[src/rtl/fetch_redirect_if.sv]
// Fetch redirect handshake bundle: decode-stage branch resolution in,
// fetch/IF-ID/predictor control and performance counters out.
interface fetch_redirect_if #(
  parameter int CNT_W = 16
) ();
  logic             id_valid;
  logic             is_branch;
  logic             is_halt;
  logic             actual_taken;
  logic [15:0]      actual_target;
  logic [1:0]       IF_ID_prediction;
  logic [15:0]      IF_ID_predicted_target;
  logic             hazard_stall;
  logic             pc_en;
  logic             IF_ID_en;
  logic             IF_ID_flush;
  logic             update_PC;
  logic             wen_BHT;
  logic             wen_BTB;
  logic             halted;
  logic [CNT_W-1:0] branch_cnt;
  logic [CNT_W-1:0] mispredict_cnt;
  logic [CNT_W-1:0] stall_cnt;

  modport master (
    output id_valid, is_branch, is_halt, actual_taken, actual_target,
           IF_ID_prediction, IF_ID_predicted_target, hazard_stall,
    input  pc_en, IF_ID_en, IF_ID_flush, update_PC, wen_BHT, wen_BTB, halted,
           branch_cnt, mispredict_cnt, stall_cnt
  );

  modport slave (
    input  id_valid, is_branch, is_halt, actual_taken, actual_target,
           IF_ID_prediction, IF_ID_predicted_target, hazard_stall,
    output pc_en, IF_ID_en, IF_ID_flush, update_PC, wen_BHT, wen_BTB, halted,
           branch_cnt, mispredict_cnt, stall_cnt
  );
endinterface

[src/rtl/fetch_redirect_ctrl.sv]
// Fetch redirect controller: compares decode-resolved branches with the
// pipelined BHT/BTB prediction and sequences a RUN/FLUSH/HALT FSM so every
// redirect costs a fixed penalty of FLUSH_CYCLES cycles.
// Optional build macro FETCH_PERF_CNT_EN adds saturating performance
// counters; without it the counter outputs are tied to zero.
module fetch_redirect_ctrl #(
  parameter int CNT_W        = 16,
  parameter int FLUSH_CYCLES = 1
) (
  input logic             clk,
  input logic             rst,
  fetch_redirect_if.slave bus
);

  typedef enum logic [1:0] {
    RUN   = 2'd0,
    FLUSH = 2'd1,
    HALT  = 2'd2
  } state_t;

  localparam logic [1:0] FLUSH_INIT = 2'(FLUSH_CYCLES - 1);

  state_t     state_q, state_d;
  logic [1:0] flush_ctr_q, flush_ctr_d;

  logic mispred;
  logic tgt_miss;
  logic resolve;
  logic redirect;
  logic pc_en;
  logic if_id_en;
  logic if_id_flush;
  logic update_pc;
  logic wen_bht;
  logic wen_btb;
  logic halted;

  assign mispred  = bus.IF_ID_prediction[1] ^ bus.actual_taken;
  assign tgt_miss = bus.IF_ID_predicted_target != bus.actual_target;

  // Next-state and combinational control outputs; reset overrides everything last.
  always_comb begin
    state_d     = state_q;
    flush_ctr_d = flush_ctr_q;
    resolve     = 1'b0;
    redirect    = 1'b0;
    pc_en       = 1'b0;
    if_id_en    = 1'b0;
    if_id_flush = 1'b0;
    update_pc   = 1'b0;
    wen_bht     = 1'b0;
    wen_btb     = 1'b0;
    halted      = 1'b0;
    case (state_q)
      RUN: begin
        pc_en       = ~bus.hazard_stall;
        if_id_en    = ~bus.hazard_stall;
        resolve     = bus.id_valid & bus.is_branch & ~bus.hazard_stall;
        redirect    = resolve & (mispred | (bus.actual_taken & tgt_miss));
        wen_bht     = resolve & mispred;
        wen_btb     = resolve & bus.actual_taken & tgt_miss;
        update_pc   = redirect;
        if_id_flush = redirect;
        if (redirect) begin
          state_d     = FLUSH;
          flush_ctr_d = FLUSH_INIT;
        end else if (bus.id_valid & bus.is_halt & ~bus.is_branch & ~bus.hazard_stall) begin
          // A branch sharing the slot with a halt wins; the halt is dropped.
          state_d = HALT;
        end
      end
      FLUSH: begin
        // Bubbles only in flight here, so the stall request is irrelevant.
        pc_en       = 1'b1;
        if_id_en    = 1'b1;
        if_id_flush = flush_ctr_q != 2'd0;
        if (flush_ctr_q == 2'd0) state_d = RUN;
        else                     flush_ctr_d = flush_ctr_q - 2'd1;
      end
      HALT: begin
        halted = 1'b1;
      end
      default: begin
        state_d = RUN;
      end
    endcase
    if (rst) begin
      state_d     = RUN;
      flush_ctr_d = 2'd0;
      resolve     = 1'b0;
      redirect    = 1'b0;
      pc_en       = 1'b0;
      if_id_en    = 1'b0;
      if_id_flush = 1'b1;
      update_pc   = 1'b0;
      wen_bht     = 1'b0;
      wen_btb     = 1'b0;
      halted      = 1'b0;
    end
  end

  // FSM state and flush countdown registers.
  always_ff @(posedge clk) begin
    state_q     <= state_d;
    flush_ctr_q <= flush_ctr_d;
  end

  assign bus.pc_en       = pc_en;
  assign bus.IF_ID_en    = if_id_en;
  assign bus.IF_ID_flush = if_id_flush;
  assign bus.update_PC   = update_pc;
  assign bus.wen_BHT     = wen_bht;
  assign bus.wen_BTB     = wen_btb;
  assign bus.halted      = halted;

`ifdef FETCH_PERF_CNT_EN
  logic [CNT_W-1:0] branch_cnt_q, branch_cnt_d;
  logic [CNT_W-1:0] mispredict_cnt_q, mispredict_cnt_d;
  logic [CNT_W-1:0] stall_cnt_q, stall_cnt_d;

  function automatic logic [CNT_W-1:0] sat_inc(input logic [CNT_W-1:0] v, input logic en);
    return (en && (v != {CNT_W{1'b1}})) ? v + CNT_W'(1) : v;
  endfunction

  // Saturating event counters; stalls are not counted once halted.
  always_comb begin
    branch_cnt_d     = sat_inc(branch_cnt_q, resolve);
    mispredict_cnt_d = sat_inc(mispredict_cnt_q, redirect);
    stall_cnt_d      = sat_inc(stall_cnt_q, ~pc_en & (state_q != HALT));
    if (rst) begin
      branch_cnt_d     = '0;
      mispredict_cnt_d = '0;
      stall_cnt_d      = '0;
    end
  end

  // Counter registers.
  always_ff @(posedge clk) begin
    branch_cnt_q     <= branch_cnt_d;
    mispredict_cnt_q <= mispredict_cnt_d;
    stall_cnt_q      <= stall_cnt_d;
  end

  assign bus.branch_cnt     = branch_cnt_q;
  assign bus.mispredict_cnt = mispredict_cnt_q;
  assign bus.stall_cnt      = stall_cnt_q;
`else
  assign bus.branch_cnt     = {CNT_W{1'b0}};
  assign bus.mispredict_cnt = {CNT_W{1'b0}};
  assign bus.stall_cnt      = {CNT_W{1'b0}};
`endif

endmodule

[src/flat_wrapper.sv]
// flat-port wrapper written by rule: the top's interface ports become plain ports
module fetch_redirect_ctrl_flat 
#(
  parameter int CNT_W        = 16,
  parameter int FLUSH_CYCLES = 1
)
  (clk, rst, bus_id_valid, bus_is_branch, bus_is_halt, bus_actual_taken, bus_actual_target, bus_IF_ID_prediction, bus_IF_ID_predicted_target, bus_hazard_stall, bus_pc_en, bus_IF_ID_en, bus_IF_ID_flush, bus_update_PC, bus_wen_BHT, bus_wen_BTB, bus_halted, bus_branch_cnt, bus_mispredict_cnt, bus_stall_cnt);
  fetch_redirect_if #(.CNT_W(CNT_W)) bus_i ();
  input logic clk;
  input logic rst;
  input wire logic [$bits(bus_i.id_valid)-1:0] bus_id_valid;
  input wire logic [$bits(bus_i.is_branch)-1:0] bus_is_branch;
  input wire logic [$bits(bus_i.is_halt)-1:0] bus_is_halt;
  input wire logic [$bits(bus_i.actual_taken)-1:0] bus_actual_taken;
  input wire logic [$bits(bus_i.actual_target)-1:0] bus_actual_target;
  input wire logic [$bits(bus_i.IF_ID_prediction)-1:0] bus_IF_ID_prediction;
  input wire logic [$bits(bus_i.IF_ID_predicted_target)-1:0] bus_IF_ID_predicted_target;
  input wire logic [$bits(bus_i.hazard_stall)-1:0] bus_hazard_stall;
  output wire logic [$bits(bus_i.pc_en)-1:0] bus_pc_en;
  output wire logic [$bits(bus_i.IF_ID_en)-1:0] bus_IF_ID_en;
  output wire logic [$bits(bus_i.IF_ID_flush)-1:0] bus_IF_ID_flush;
  output wire logic [$bits(bus_i.update_PC)-1:0] bus_update_PC;
  output wire logic [$bits(bus_i.wen_BHT)-1:0] bus_wen_BHT;
  output wire logic [$bits(bus_i.wen_BTB)-1:0] bus_wen_BTB;
  output wire logic [$bits(bus_i.halted)-1:0] bus_halted;
  output wire logic [$bits(bus_i.branch_cnt)-1:0] bus_branch_cnt;
  output wire logic [$bits(bus_i.mispredict_cnt)-1:0] bus_mispredict_cnt;
  output wire logic [$bits(bus_i.stall_cnt)-1:0] bus_stall_cnt;
  assign bus_i.id_valid = bus_id_valid;
  assign bus_i.is_branch = bus_is_branch;
  assign bus_i.is_halt = bus_is_halt;
  assign bus_i.actual_taken = bus_actual_taken;
  assign bus_i.actual_target = bus_actual_target;
  assign bus_i.IF_ID_prediction = bus_IF_ID_prediction;
  assign bus_i.IF_ID_predicted_target = bus_IF_ID_predicted_target;
  assign bus_i.hazard_stall = bus_hazard_stall;
  assign bus_pc_en = bus_i.pc_en;
  assign bus_IF_ID_en = bus_i.IF_ID_en;
  assign bus_IF_ID_flush = bus_i.IF_ID_flush;
  assign bus_update_PC = bus_i.update_PC;
  assign bus_wen_BHT = bus_i.wen_BHT;
  assign bus_wen_BTB = bus_i.wen_BTB;
  assign bus_halted = bus_i.halted;
  assign bus_branch_cnt = bus_i.branch_cnt;
  assign bus_mispredict_cnt = bus_i.mispredict_cnt;
  assign bus_stall_cnt = bus_i.stall_cnt;
  fetch_redirect_ctrl #(.CNT_W(CNT_W), .FLUSH_CYCLES(FLUSH_CYCLES)) u_core (.clk(clk), .rst(rst), .bus(bus_i));
endmodule
[config.mk]
export PLATFORM = sky130hd
export DESIGN_NAME = fetch_redirect_ctrl_flat
export DESIGN_NICKNAME = d
export VERILOG_FILES = /design/src/rtl/fetch_redirect_if.sv /design/src/rtl/fetch_redirect_ctrl.sv /design/src/flat_wrapper.sv
export SDC_FILE = /design/constraint.sdc
export NUM_CORES = 1
export LEC_CHECK = 0
export ABC_AREA = 1
export BUFFER_PORTS_ARGS = -buffer_cell sky130_fd_sc_hd__buf_2
export CORE_ASPECT_RATIO = 0.7
export CORE_MARGIN = 10
export CORE_UTILIZATION = 35
export CTS_CLUSTER_DIAMETER = 40
export DETAILED_ROUTE_END_ITERATION = 16
export PLACE_DENSITY = 0.76
export SLEW_MARGIN = 20
export SYNTH_ARGS = -nofsm -noshare
export SYNTH_HDL_FRONTEND = slang
export SYNTH_SLANG_ARGS = --single-unit
[constraint.sdc]
create_clock -name clk -period 1.4 [get_ports clk]
set_input_delay 0.14 -clock clk [delete_from_list [all_inputs] [get_ports clk]]
set_output_delay 0.14 -clock clk [all_outputs]
set_load 0.05 [all_outputs]
==> results of run 1 <==
routing by layer:
metal | track usage, % | wire, um
met2 | 13.8 | 1360
met1 | 9.17 | 1090
met5 | 0 | 0
met4 | 3.07 | 0
met3 | 2.96 | 189
layout by cell type (no fill, tap or decap):
master	n
clkbuf_8	3
dfxtp_1	1
ha_1	1
nor2_2	4
nor2_1	26
buf_2	38
buf_6	2
nand2_2	1
nand2_4	3
conb_1	48
inv_1	33
a211oi_4	1
a21oi_1	3
inv_2	2
o21ai_1	1
clkinv_1	1
dfxtp_2	3
nand3_1	3
nand3_2	1
buf_8	1
or2_4	1
nor4_2	1
nand4_1	1
nand2_1	50
clkbuf_4	4
buf_4	6
or2_1	1
xnor2_1	1
cells in the mapped netlist:
cell type	instances	area [sq um]
o21ai_1	1	5.00
nor4_2	1	12.5
or2_1	2	12.5
buf_6	1	11.3
inv_1	35	131
nand3_1	4	20.0
nand4_1	1	6.26
ha_1	1	12.5
conb_1	1	3.75
xnor2_1	1	8.76
clkinv_1	1	3.75
a21oi_1	3	15.0
nor2_1	30	113
buf_4	49	368
a211oi_1	1	7.51
nand2_2	2	12.5
nand2_1	50	188
dfxtp_1	4	80.1
nand2_4	2	22.5
logic make-up after synthesis:
family                     synth area share (%)
AOI/OAI and AO/OA                          2.66
xor gates and xnor gates                  0.848
adders and majority gates                  1.21
buffers and inverters                      49.8
DFF                                        7.75
other                                     0.363
and+or+nand+nor                            37.4
power breakdown:
part / internal (W) / switching (W)
sequential: 0.000120 / 0.00000294
combinational: 0.000109 / 0.000421
clock: 0.000183 / 0.0000543
stage by stage:
| step | utilization, % | hold slack [ps] |
|---|---|---|
| 2_1_floorplan | - | 209 |
| 3_3_place_gp | 41.3 | 389 |
| 3_5_place_dp | 41.3 | 387 |
| 4_1_cts | 43.1 | 165 |
| 5_1_grt | 44.9 | 180 |
| 6_report | 44.9 | 155 |
timing repair:
item,in CTS,in global routing
cloned,0,0
pin swaps,0,1
endpoints found under the setup margin,4,8
hold endpoints to repair,0,0
gates resized for setup,4,21
layout make-up:
class / instances / area share (%)
well taps: 36 / 3.58
clock buffers: 3 / 3.28
repair buffers: 51 / 24.1
flip-flops and latches: 4 / 6.66
inverters: 36 / 10.7
multi-input cells: 147 / 51.7
worst paths after layout:
check | slack [ps] | depth (start not counted) | from | end
setup / recovery | -8 | 5 | u_core.flush_ctr_q[0] | bus_IF_ID_flush
hold / removal | 150 | 2 | rst | u_core.state_q[0]
setup reg to reg | 140 | 6 | u_core.flush_ctr_q[0] | u_core.flush_ctr_q[0]
hold reg to reg | 500 | 2 | u_core.flush_ctr_q[1] | u_core.flush_ctr_q[1]
flip-flops by register name (all words and copies together) (netlist names):
name,count
u_core.flush_ctr_q,2
u_core.state_q,2
==> impl_results.md, run 1 <==
- Vias in the first global route: 937
- Longest Clk Path Bufs: 2
- Num rows: 16
- Congestion Overflow GR: 0
- Largest net degree at the start of global routing: 7
- Initial DRC Count: 37
- Worst-Skew Late Latency: 210 ps
- Area of the multi-input gates: 651 sq um
- Setup ws final: -8.13 ps
- Critical Path Sink Type: output port
- Setup repair bufs after CTS: 0
- Crit Path Class: flip-flop to output port
- Worst path cell trace: inv_2 -> ha_1 -> or2_4 -> nand3_2 -> buf_8
- Fmax: 710 MHz
- Total Power: 0.000891 W
- Synth Cell Area: 1030 sq um
- TritonCTS Buffers: 3
- Setup violations, final: 1
- Final GP Congestion: 0.711
- Yosys cell types: 19
- Core ar.: 2800 sq um
- Fin Setup TNS: -8.13 ps
- Nets: 285
- Crit-path max FO: 3
- Placed cell area: 1160 sq um
- Non-filler cells, final: 277
- Residual DRC: 0
- First-pass GRT wire length: 3930 um
- Placed Instances: 274
- Overall die width: 85.0 um
- Crit path DAT: 1270 ps
- Die height: 65.5 um
- Design area: 1260 sq um
- Req. time, crit path: 1260 ps
- Syn Inst Count: 190
- Setup Skew: 0.0989 ps
- DP HPWL: 2400 um
- Static leakage: 0.862 nW
- Pwr Density: 707 nW/um^2
- H-tree Lvls: 1
- YS warnings: 0
- Fin. max-slew vios: 0
- ANT cells: 0
- CTS Sinks: 4
- Worst Path Buf+Inv: 2
- Startpoint Class: flip-flop
- Post-Place Setup Slack: 2.75 ps
- Max Cap Viol: 0
- Initial antenna violation count: 0
- First-pass iteration count of the detailed router: 4
- Worst-path clk slew: 30 ps
- WL final: 2640 um
- Via count: 1,001
- Period utilization: 101%
- Flops & latches, synth: 4
- Final min period: 1410 ps
- Failing checks: negative setup slack
- Cts-stage hold buffer count: 0
- Cell family with most CP delay: simple AND/OR/NAND/NOR gates
- Register area share after synthesis: 7.75%
- Vias/cell: 3.61
- Max rail drop VDD: 0.355 mV
- Root Driver: clkbuf_8
- Avg Synthesized Cell Area: 5.44 sq um
- Final hold vios: 0
- Status: complete, but fails checks
- Starting density of the core: 36.9%
- WL per Instance: 9.54 um
- RSZ-0062 raised after global routing: yes
- Layout area overhead: 21.8%
- Die footprint: 5560 sq um
- Crit path largest cell delay: 320 ps
- Worst hold path class: input pin to flip-flop
- FF+latch area: 83.8 sq um
- ANT nets after route: 0
- IO Count: 96
- Buffers added on ports: 46
- CTS tree: yes
- FILL cells: 294
- CP max stage cell: dfxtp_2
- Share of cells above drive strength 1: 29.5%
- Global-route total usage across every layer: 8.13%
(Power assumes the default switching activity.)
==> run 2, diff against run 1 <==
- SETUP_SLACK_MARGIN: unset -> 0.1
==> run 2 against run 1 <==
Effect of this change: sequential power about the same; flip-flop and latch count unchanged; the run now ends clean; sequential share of layout area decreased by 0.68 points; setup slack improved by 29 ps; power increased by 5.1%; largest cell class unchanged; critical path depth unchanged; final area increased by 13%.
==> impl_results.md, run 2 (synthesized netlist as in run 1, its figures left out) <==
- Fin. max-slew vios: 0 (unchanged)
- Critical Path Sink Type: output port
- Crit-path max FO: 3 (unchanged)
- Clk pwr share: 25.0% (-1.6 points)
- Cts-stage hold buffer count: 0 (unchanged)
- TritonCTS Buffers: 3 (unchanged)
- FF+latch area: 85.1 sq um (+1.5%)
- Nets: 290 (+1.8%)
- Design area: 1420 sq um (+13%)
- R2R Path End: u_core.state_q[1]
- Cell family with most CP delay: simple AND/OR/NAND/NOR gates
- Die footprint: 5560 sq um (unchanged)
- Largest regs: u_core.flush_ctr_q x2, u_core.state_q x2
- Max Cap Viol: 0 (unchanged)
- Most common cell after layout, fill and taps aside: conb_1
- DP HPWL: 2440 um (+1.5%)
- RSZ-0062 raised after global routing: yes
- WL final: 2810 um (+6.3%)
- Starting density of the core: 36.9% (unchanged)
- Vias in the first global route: 1,024 (+9.3%)
- Largest net degree at the start of global routing: 7 (unchanged)
- WL per Instance: 9.96 um (+4.4%)
- Buffers added on ports: 46 (unchanged)
- Crit path largest cell delay: 320 ps (about the same)
- Worst path cell trace: inv_2 -> ha_2 -> or2_4 -> nand3_4 -> buf_8
- Reg2reg start: u_core.flush_ctr_q[0]
- Final hold vios: 0 (unchanged)
- Pwr Density: 658 nW/um^2 (-7.0%)
- Worst Hold Path EP: u_core.state_q[0]
- First-pass GRT wire length: 4210 um (+7.0%)
- Status: finished, final reports clean
- Sw frac: 52.5% (-1.3 points)
- CP max stage cell: dfxtp_2
- Initial antenna violation count: 0 (unchanged)
- Max rail drop VDD: 0.480 mV (+35%)
- Num rows: 16 (unchanged)
- Hold Crit Start: rst
- Initial DRC Count: 27 (-27%)
- Placed cell area: 1200 sq um (+3.5%)
- FILL cells: 291 (-1.0%)
- Worst hold path class: input pin to flip-flop
- Vias/cell: 3.72 (+2.9%)
- Period utilization: 98.5% (-2.1 points)
- Final GP Congestion: 0.741 (+4.1%)
- Crit Path Class: flip-flop to output port
- Share of cells above drive strength 1: 36.6% (+7.1 points)
- Setup ws final: 20.8 ps (+28.9 ps)
- Worst-Skew Late Latency: 210 ps (about the same)
- Longest Clk Path Bufs: 2 (unchanged)
- Sequential share of power: 13.2% (-0.6 points)
- Req. time, crit path: 1260 ps (about the same)
- Root Driver: clkbuf_8
- Congestion Overflow GR: 0 (unchanged)
- Hold Slack: 160 ps (+5.45 ps)
- Fmax: 725 MHz (+2.1%)
- Commonest non-fill, non-tap cells in the layout: conb_1 (48), nand2_1 (47), inv_1 (32), buf_2 (32), nor2_1 (20)
- First-pass iteration count of the detailed router: 4 (unchanged)
- H-tree Lvls: 1 (unchanged)
- Hold Crit Depth: 2 (unchanged)
- Worst Path Buf+Inv: 2 (unchanged)
- CTS tree: yes
- Crit path DAT: 1240 ps (-30 ps)
- Comb power frac: 61.7% (+2.1 points)
- CTS Sinks: 4 (unchanged)
- Int Pwr: 0.000445 W (+8.0%)
- Area of the multi-input gates: 703 sq um (+8.1%)
- Setup Skew: 0.581 ps (+0.482 ps)
- Startpoint Class: flip-flop
- Global-route total usage across every layer: 8.75% (+0.62 points)
- Final min period: 1380 ps (-28.9 ps)
- R2R cell count: 8 (+2)
- Layout area overhead: 37.7%
- Worst-path clk slew: 30 ps (about the same)
- R2R setup slack: 90 ps (-50 ps)
- Residual DRC: 0 (unchanged)
- Die height: 65.5 um (unchanged)
- Overall die width: 85.0 um (unchanged)
- ANT cells: 0 (unchanged)
- ANT nets after route: 0 (unchanged)
- Setup violations, final: 0 (-1)
- Via count: 1,049 (+4.8%)
- Core ar.: 2800 sq um (unchanged)
- Static leakage: 0.916 nW (+6.4%)
- IO Count: 96 (unchanged)
- Net Switching: 0.000491 W (+2.6%)
- Post-Place Setup Slack: -6.21 ps (-8.95 ps)
-- run 2: power groups by stage --
stage | clock network [W] | registers [W] | logic, W
after floorplan | 0 | 0.000123 | 0.000520
after global placement | 0 | 0.000123 | 0.000513
after detailed placement | 0 | 0.000123 | 0.000519
after CTS | 0.000242 | 0.000122 | 0.000541
after global routing | 0.000252 | 0.000124 | 0.000619
final | 0.000234 | 0.000124 | 0.000578
-- run 2: metal layers --
metal | vias to the layer above | global-route usage, % | share of wire, %
met5 | - | 0 | 0
met4 | 0 | 2.46 | 0
met3 | 0 | 2.96 | 8.7
met2 | 50 | 15.6 | 52
met1 | 436 | 9.74 | 39
li1 | 563 | - | -
-- run 2: worst max path at each step --
stage / from / to / slack, ps / depth (start not counted)
floorplan: u_core.state_q[0] / bus_pc_en / 30 / 3
global placement: bus_IF_ID_predicted_target[5] / bus_IF_ID_flush / 20 / 12
detailed placement: bus_actual_target[0] / bus_IF_ID_flush / -6 / 12
CTS: bus_IF_ID_predicted_target[1] / bus_IF_ID_flush / 10 / 12
global route: bus_actual_target[0] / bus_IF_ID_flush / -20 / 12
finish: u_core.flush_ctr_q[0] / bus_IF_ID_flush / 20 / 5
-- run 2: layout make-up --
type                       instances  share of cell area, %
tap                               36                   3.17
timing repair buffer              56                   29.0
sequential                         4                   5.98
clock buffer                       3                   2.90
inverter                          36                   9.50
multi-input combinational        147                   49.4
-- run 2: repair_timing --
action,in CTS,in global routing
cloned,0,0
pin swaps,13,25
buffers inserted,2,1
setup endpoints to repair,8,11
resized for setup,17,32
-- run 2: through the flow --
step / power, W / util, % / TNS [ps] / std cells
CTS: 0.000904 / 46.7 / 0 / 281
global placement: 0.000635 / 42.7 / 0 / 276
global route: 0.000995 / 50.8 / -19.9 / 282
finish: 0.000936 / 50.8 / 0 / 282
floorplan: 0.000643 / - / 0 / 237
detailed placement: 0.000641 / 42.7 / -6.21 / 276
-- run 2: worst reg2reg max path, cell delays in order (launching register included) --
cell and delay (ps):
dfxtp_2 320, inv_2 40, ha_2 160, or2_4 260
buf_4 140, nand2_4 50, nor4_2 30, o21ai_1 110
a21oi_1 60
